`src/rtl/shift_seq_ctrl.sv`:
```
// LED-bank shift register sequencer: manual bit requests, tick-driven pattern playback,
// shadow copy of the register and pattern match. Optional macro SHIFT_CNT_EN adds shift_cnt.
module shift_seq_ctrl #(
  parameter int                 PAT_W      = 8,
  parameter int                 STEP_TICKS = 250,
  parameter int                 MATCH_W    = 7,
  parameter logic [MATCH_W-1:0] MATCH_PAT  = 7'b1011001
) (
  input  logic             clk,
  input  logic             rst,
  input  logic             tick,
  input  logic             req_one,
  input  logic             req_zero,
  input  logic             mode_tgl,
  input  logic             stop,
  input  logic             load_pat,
  input  logic [PAT_W-1:0] pat_in,
  output logic             sh_din,
  output logic             sh_en,
  output logic [1:0]       state,
  output logic             pending,
  output logic             load_err,
  output logic [PAT_W-1:0] shadow,
`ifdef SHIFT_CNT_EN
  output logic [15:0]      shift_cnt,
`endif
  output logic             match
);

  localparam int               IDX_W     = (PAT_W > 1) ? $clog2(PAT_W) : 1;
  localparam logic [IDX_W-1:0] IDX_TOP   = IDX_W'(PAT_W - 1);
  localparam logic [IDX_W-1:0] IDX_ONE   = IDX_W'(1'b1);
  localparam logic [IDX_W-1:0] IDX_ZERO  = {IDX_W{1'b0}};
  localparam logic [15:0]      STEP_LAST = 16'(STEP_TICKS - 1);

  localparam logic [1:0] ST_IDLE = 2'd0;
  localparam logic [1:0] ST_PLAY = 2'd1;
  localparam logic [1:0] ST_HOLD = 2'd2;

  logic [PAT_W-1:0] pat_r;
  logic [IDX_W-1:0] idx_r;
  logic [15:0]      step_cnt_r;
  logic             slot_v_r;
  logic             slot_bit_r;
  logic             step_due_r;

  logic [1:0]       state_s;
  logic [PAT_W-1:0] pat_s;
  logic [IDX_W-1:0] idx_s;
  logic [15:0]      step_cnt_s;
  logic             slot_v_s;
  logic             slot_bit_s;
  logic             step_due_s;
  logic             emit_s;
  logic             emit_bit_s;
  logic             req_v_s;

  assign req_v_s = req_one | req_zero;

  // Next-state decode: FSM, manual slot, step timing and the bit to shift this edge
  always_comb begin
    state_s    = state;
    pat_s      = pat_r;
    idx_s      = idx_r;
    step_cnt_s = step_cnt_r;
    slot_v_s   = slot_v_r;
    slot_bit_s = slot_bit_r;
    step_due_s = step_due_r;
    emit_s     = 1'b0;
    emit_bit_s = 1'b0;
    if (stop) begin
      state_s    = ST_IDLE;
      slot_v_s   = 1'b0;
      step_due_s = 1'b0;
    end else begin
      // Every request lands in the slot first; a newer one overwrites an older one
      if (req_v_s) begin
        slot_v_s   = 1'b1;
        slot_bit_s = req_one;
      end else begin
        slot_v_s   = slot_v_r;
        slot_bit_s = slot_bit_r;
      end
      case (state)
        ST_IDLE, ST_HOLD: begin
          if (load_pat) begin
            pat_s = pat_in;
            idx_s = IDX_TOP;
          end else begin
            pat_s = pat_r;
          end
          // A shift right after another one waits a cycle in the slot
          if (slot_v_s && !sh_en) begin
            emit_s     = 1'b1;
            emit_bit_s = slot_bit_s;
            slot_v_s   = 1'b0;
          end else begin
            emit_s = 1'b0;
          end
          if (mode_tgl) begin
            state_s = ST_PLAY;
            if (state == ST_IDLE) begin
              step_cnt_s = 16'd0;
              idx_s      = IDX_TOP;
              step_due_s = 1'b0;
            end else begin
              step_cnt_s = step_cnt_r;
            end
          end else begin
            state_s = state;
          end
        end
        ST_PLAY: begin
          if (mode_tgl) begin
            state_s = ST_HOLD;
            if (slot_v_s && !sh_en) begin
              emit_s     = 1'b1;
              emit_bit_s = slot_bit_s;
              slot_v_s   = 1'b0;
            end else begin
              emit_s = 1'b0;
            end
          end else begin
            if (tick) begin
              if (step_cnt_r == STEP_LAST) begin
                step_cnt_s = 16'd0;
                step_due_s = 1'b1;
              end else begin
                step_cnt_s = step_cnt_r + 16'd1;
              end
            end else begin
              step_cnt_s = step_cnt_r;
            end
            // A queued manual bit takes the place of the pattern bit; idx then holds
            if (step_due_s && !sh_en) begin
              emit_s     = 1'b1;
              step_due_s = 1'b0;
              if (slot_v_s) begin
                emit_bit_s = slot_bit_s;
                slot_v_s   = 1'b0;
              end else begin
                emit_bit_s = pat_r[idx_r];
                idx_s      = (idx_r == IDX_ZERO) ? IDX_TOP : (idx_r - IDX_ONE);
              end
            end else begin
              emit_s = 1'b0;
            end
          end
        end
        default: begin
          state_s = ST_IDLE;
        end
      endcase
    end
  end

  // State and output registers
  always_ff @(posedge clk or negedge rst) begin
    if (!rst) begin
      state      <= ST_IDLE;
      pat_r      <= {PAT_W{1'b0}};
      idx_r      <= IDX_TOP;
      step_cnt_r <= 16'd0;
      slot_v_r   <= 1'b0;
      slot_bit_r <= 1'b0;
      step_due_r <= 1'b0;
      sh_en      <= 1'b0;
      sh_din     <= 1'b0;
      pending    <= 1'b0;
      load_err   <= 1'b0;
      shadow     <= {PAT_W{1'b0}};
      match      <= 1'b0;
    end else begin
      state      <= state_s;
      pat_r      <= pat_s;
      idx_r      <= idx_s;
      step_cnt_r <= step_cnt_s;
      slot_v_r   <= slot_v_s;
      slot_bit_r <= slot_bit_s;
      step_due_r <= step_due_s;
      sh_en      <= emit_s;
      sh_din     <= emit_bit_s;
      pending    <= slot_v_s && (state_s == ST_PLAY);
      load_err   <= load_pat && (state == ST_PLAY);
      if (emit_s) begin
        shadow <= {shadow[PAT_W-2:0], emit_bit_s};
      end
      match      <= (shadow[MATCH_W-1:0] == MATCH_PAT);
    end
  end

`ifdef SHIFT_CNT_EN
  // Saturating count of emitted shifts
  always_ff @(posedge clk or negedge rst) begin
    if (!rst) begin
      shift_cnt <= 16'd0;
    end else if (stop) begin
      shift_cnt <= 16'd0;
    end else if (emit_s && (shift_cnt != 16'hFFFF)) begin
      shift_cnt <= shift_cnt + 16'd1;
    end
  end
`endif

endmodule

```
`config.mk`:
```
export PLATFORM = sky130hd
export DESIGN_NAME = shift_seq_ctrl
export DESIGN_NICKNAME = d
export VERILOG_FILES = /design/src/rtl/shift_seq_ctrl.sv
export SDC_FILE = /design/constraint.sdc
export NUM_CORES = 1
export LEC_CHECK = 0
export BUFFER_PORTS_ARGS = -buffer_cell sky130_fd_sc_hd__buf_2
export CAP_MARGIN = 30
export CORE_ASPECT_RATIO = 1.25
export CORE_MARGIN = 3
export CORE_UTILIZATION = 55
export CTS_CLUSTER_DIAMETER = 200
export DETAILED_ROUTE_END_ITERATION = 8
export PLACE_DENSITY = 0.76
export SYNTH_ARGS = -nofsm -noshare
export SYNTH_HDL_FRONTEND = slang
export SYNTH_SLANG_ARGS = --single-unit
```
`constraint.sdc`:
```
create_clock -name clk -period 3.1 [get_ports clk]
set_input_delay 0.62 -clock clk [delete_from_list [all_inputs] [get_ports clk]]
set_output_delay 0.62 -clock clk [all_outputs]
set_load 0.05 [all_outputs]
```
==> flow_results.xml <==
<?xml version="1.0" encoding="UTF-8"?>
<metrics>
  <group name="detailed_routing">
    <metric name="initialDrtViolationCount" unit="">158</metric>
    <metric name="wl_per_cell" unit="um">15.37</metric>
    <metric name="detailedRoute.firstPassIterationCount" unit="">4</metric>
    <metric name="drt-vias-per-instance" unit="">5.736</metric>
    <metric name="postRouteAntennaNets" unit="">0</metric>
    <metric name="num_vias" unit="">1824</metric>
    <metric name="wl" unit="um">4887</metric>
    <metric name="drc" unit="">0</metric>
  </group>
  <group name="floorplan">
    <metric name="die_y" unit="um">79.72</metric>
    <metric name="floorplan.die_area" unit="um^2">5179</metric>
    <metric name="boundaryPins" unit="">31</metric>
    <metric name="floorplan.core_area" unit="um^2">4131</metric>
    <metric name="rows" unit="">26</metric>
    <metric name="floorplan.initialDensity" unit="%">57.87</metric>
    <metric name="die_w" unit="um">64.98</metric>
  </group>
  <group name="power">
    <metric name="clkPwrFrac" unit="%">27.0</metric>
    <metric name="power_frac_comb" unit="%">28.4</metric>
    <metric name="power.share.sequential" unit="%">44.7</metric>
    <metric name="power_density" unit="nW/um^2">626.6</metric>
    <metric name="power_report.internal_total" unit="mW">1.113</metric>
    <metric name="net-switching-power" unit="mW">0.5748</metric>
    <metric name="worst_ir_drop_vdd" unit="mV">0.3127</metric>
    <metric name="leakage" unit="nW">1.285</metric>
    <metric name="switching_share" unit="%">34.06</metric>
  </group>
  <group name="critical_path">
    <metric name="timing.reg2reg.worst_path_depth" unit="">5</metric>
    <metric name="crit_path_start_kind" unit="">register</metric>
    <metric name="setup.worst_path.class" unit="">reg2reg</metric>
    <metric name="critPathCaptureType" unit="">register</metric>
    <metric name="critical_path_maximum_fanout" unit="">9</metric>
    <metric name="cp.required" unit="ns">3.28</metric>
    <metric name="cp_data_arrival_time" unit="ns">2.74</metric>
  </group>
  <group name="timing">
    <metric name="tightest_slew" unit="ns">0.6086</metric>
    <metric name="final.min_clock_period" unit="ns">2.561</metric>
    <metric name="fmaxAchievable" unit="MHz">390.5</metric>
    <metric name="final.period_utilization" unit="%">82.61</metric>
    <metric name="grt_setup_unrepaired" unit="">false</metric>
    <metric name="hold_violations" unit="">0</metric>
    <metric name="setup_viol" unit="">0</metric>
    <metric name="timing.final.max_slew_violations" unit="">0</metric>
    <metric name="maxSlewHeadroom" unit="%">59.43</metric>
    <metric name="timing.setup.tns" unit="ns">0</metric>
    <metric name="finalClockSkew" unit="ns">0.005764</metric>
  </group>
  <group name="clocking">
    <metric name="clock-sinks" unit="">45</metric>
    <metric name="postCtsSetupRepairBufs" unit="">0</metric>
    <metric name="cts_resized" unit="">0</metric>
    <metric name="h-tree-depth" unit="">2</metric>
    <metric name="clock_latency" unit="ns">0.29</metric>
    <metric name="tritoncts_clock_tree" unit="">yes</metric>
    <metric name="clockRootBuffer" unit="">clkbuf_8</metric>
    <metric name="clk_path_buf_depth" unit="">2</metric>
    <metric name="clkSlewWorstSetupHoldPaths" unit="ns">0.08</metric>
    <metric name="post_cts_hold_buffer_count" unit="">0</metric>
    <metric name="cts_buffers" unit="">5</metric>
  </group>
  <group name="grt">
    <metric name="gr-usage-all-layers" unit="%">21.05</metric>
    <metric name="grt_pass1_vias" unit="">1788</metric>
    <metric name="initial_antenna_violation_count" unit="">0</metric>
    <metric name="grt_start_max_net_pins" unit="">30</metric>
    <metric name="grt_first_pass_wirelength" unit="um">8383</metric>
    <metric name="overflow" unit="">0</metric>
  </group>
  <group name="placement">
    <metric name="port_buffers" unit="">30</metric>
    <metric name="final_weighted_congestion_in_routability_driven_placement" unit="">0.8045</metric>
    <metric name="dpl.hpwl" unit="um">3544</metric>
    <metric name="place_inst" unit="">310</metric>
  </group>
  <group name="flow_run">
    <metric name="max_cap_viol_count" unit="">0</metric>
  </group>
  <group name="yosys">
    <metric name="yosysWarningCount" unit="">0</metric>
    <metric name="ys_top_cells_by_area" unit="">dfrtp_1, mux2_4, mux2_2</metric>
    <metric name="synthFlopType" unit="">dfrtp_1</metric>
    <metric name="asyncSetResetFlopFracSynth" unit="%">100.0</metric>
    <metric name="ys_ff_latch" unit="">45</metric>
    <metric name="syn-instance-count" unit="">228</metric>
    <metric name="synth_edf_count" unit="">0</metric>
    <metric name="share_of_yosys_cell_area_claimed_by_the_top_area_cell_type" unit="%">43.96</metric>
    <metric name="number_of_distinct_library_cells_after_synthesis" unit="">51</metric>
    <metric name="share_of_synthesized_area_occupied_by_flip_flops_and_latches" unit="%">47.25</metric>
    <metric name="syn-num-nets" unit="">248</metric>
    <metric name="post_synth_instance_area" unit="um^2">2391</metric>
    <metric name="yosysTopAreaCell" unit="">dfrtp_1</metric>
    <metric name="avgSynthCellArea" unit="um^2">10.49</metric>
  </group>
  <group name="finish">
    <metric name="finalNonFillerCells" unit="">318</metric>
    <metric name="num_antenna_cells" unit="">0</metric>
    <metric name="finalNetCount" unit="">281</metric>
    <metric name="most_common_cell_after_layout_fill_and_taps_aside" unit="">dfrtp_1</metric>
    <metric name="share_of_layout_cells_above_drive_strength_1" unit="%">27.10</metric>
    <metric name="areaGrowthSynthToFinish" unit="%">12.66</metric>
    <metric name="most-common-layout-cells" unit="">dfrtp_1, buf_2, nor2_1, inv_1, o21ai_0</metric>
    <metric name="n_fill_cell" unit="">334</metric>
  </group>
  <group name="status">
    <metric name="status" unit="">complete, no violations</metric>
  </group>
  <group name="hold_path">
    <metric name="min-delay-path-class" unit="">in2async</metric>
  </group>
</metrics>
cells in the mapped netlist (2+ instances only):
cell / number
clkbuf_1: 2
dfrtp_1: 42
and3b_1: 2
nand4_1: 6
a21oi_1: 13
nor2_1: 21
mux2_2: 8
inv_1: 16
and3_1: 5
a211oi_1: 2
mux4_2: 2
o21ai_0: 15
nand2_1: 11
ha_1: 4
or3_1: 5
a21o_1: 4
o31ai_1: 2
nor4_1: 3
nor2b_1: 4
xor2_1: 4
nor3b_1: 3
nor3_1: 5
and3_2: 2
buf_6: 3
clkbuf_8: 2
dfstp_2: 3
o21a_1: 2
or3_2: 2
mux2_4: 7
nand3_1: 7
power by group through the flow:
stage | combinational, mW | clock (mW) | sequential (mW)
final | 0.479 | 0.455 | 0.754
after global routing | 0.508 | 0.490 | 0.767
after CTS | 0.483 | 0.469 | 0.754
after detailed placement | 0.483 | 0 | 0.765
after global placement | 0.468 | 0 | 0.761
after floorplan | 0.200 | 0 | 0.925
cell families (layout without fill, tap and decap cells):
| logic type | count (synthesis) | after routing | share of synthesized area, % |
|---|---|---|---|
| simple gates | 85 | 85 | 20.25 |
| mux | 18 | 18 | 10.47 |
| compound gates | 49 | 49 | 13.08 |
| buf+inv | 23 | 57 | 5.390 |
| xor+xnor | 4 | 4 | 1.465 |
| fa+ha+maj | 4 | 4 | 2.093 |
| flops | 45 | 45 | 47.25 |
cell type report:
| type | instances | area (um^2) | share of cell area [%] |
|---|---|---|---|
| flip-flops and latches | 45 | 1130 | 41.94 |
| multi-input cells | 160 | 1132 | 42.03 |
| repair buffers | 33 | 185.2 | 6.874 |
| inverters | 16 | 60.06 | 2.229 |
| clock buffers | 7 | 86.33 | 3.205 |
| clock inverters | 1 | 30.03 | 1.115 |
| well taps | 56 | 70.07 | 2.601 |
worst paths after layout:
path | start | endpoint | slack, ns
worst max-delay path | step_cnt_r[8] | shadow[4] | 0.54
max in group asynchronous | rst | idx_r[1] | 2.30
worst max register to register | step_cnt_r[8] | shadow[4] | 0.54
worst min-delay path | rst | pending | 0.24
worst min register to register | shadow[2] | match | 0.50
min in group clk | shadow[2] | match | 0.50
flip-flops by register name, indices dropped and copies added (netlist names), 2 cells and up:
signal,count
shadow,8
step_cnt_r,16
pat_r,8
state,2
idx_r,3
through the flow:
step           setup slack, ns  instance area, um^2  hold WS (ns)  power [mW]  utilization (%)
6_report                0.5390                 2694        0.2422       1.688            65.20
5_1_grt                 0.3925                 2694        0.2590       1.765            65.20
4_1_cts                 0.5425                 2694        0.2468       1.706            65.20
3_5_place_dp            0.5652                 2577        0.4967       1.247            62.39
3_3_place_gp            0.6194                 2557        0.4834       1.228            61.90
2_1_floorplan           0.8941                 2391        0.3244       1.125                -
worst max-delay path: stages (launching register included):
cell and delay, ns:
dfrtp_1 0.42, or4_4 0.56, nor4_4 0.40, and3_1 0.24, o31a_1 0.48, mux2_4 0.35
routing by layer:
layer  vias to the layer above  wire, um  GRT usage (%)
met1                       881      1990          26.28
met2                        45      2574          34.80
met4                         0       122          10.15
li1                        889         -              -
met3                         9       200          3.944
met5                         -         0              0
Power figures use the tool's default switching activity.
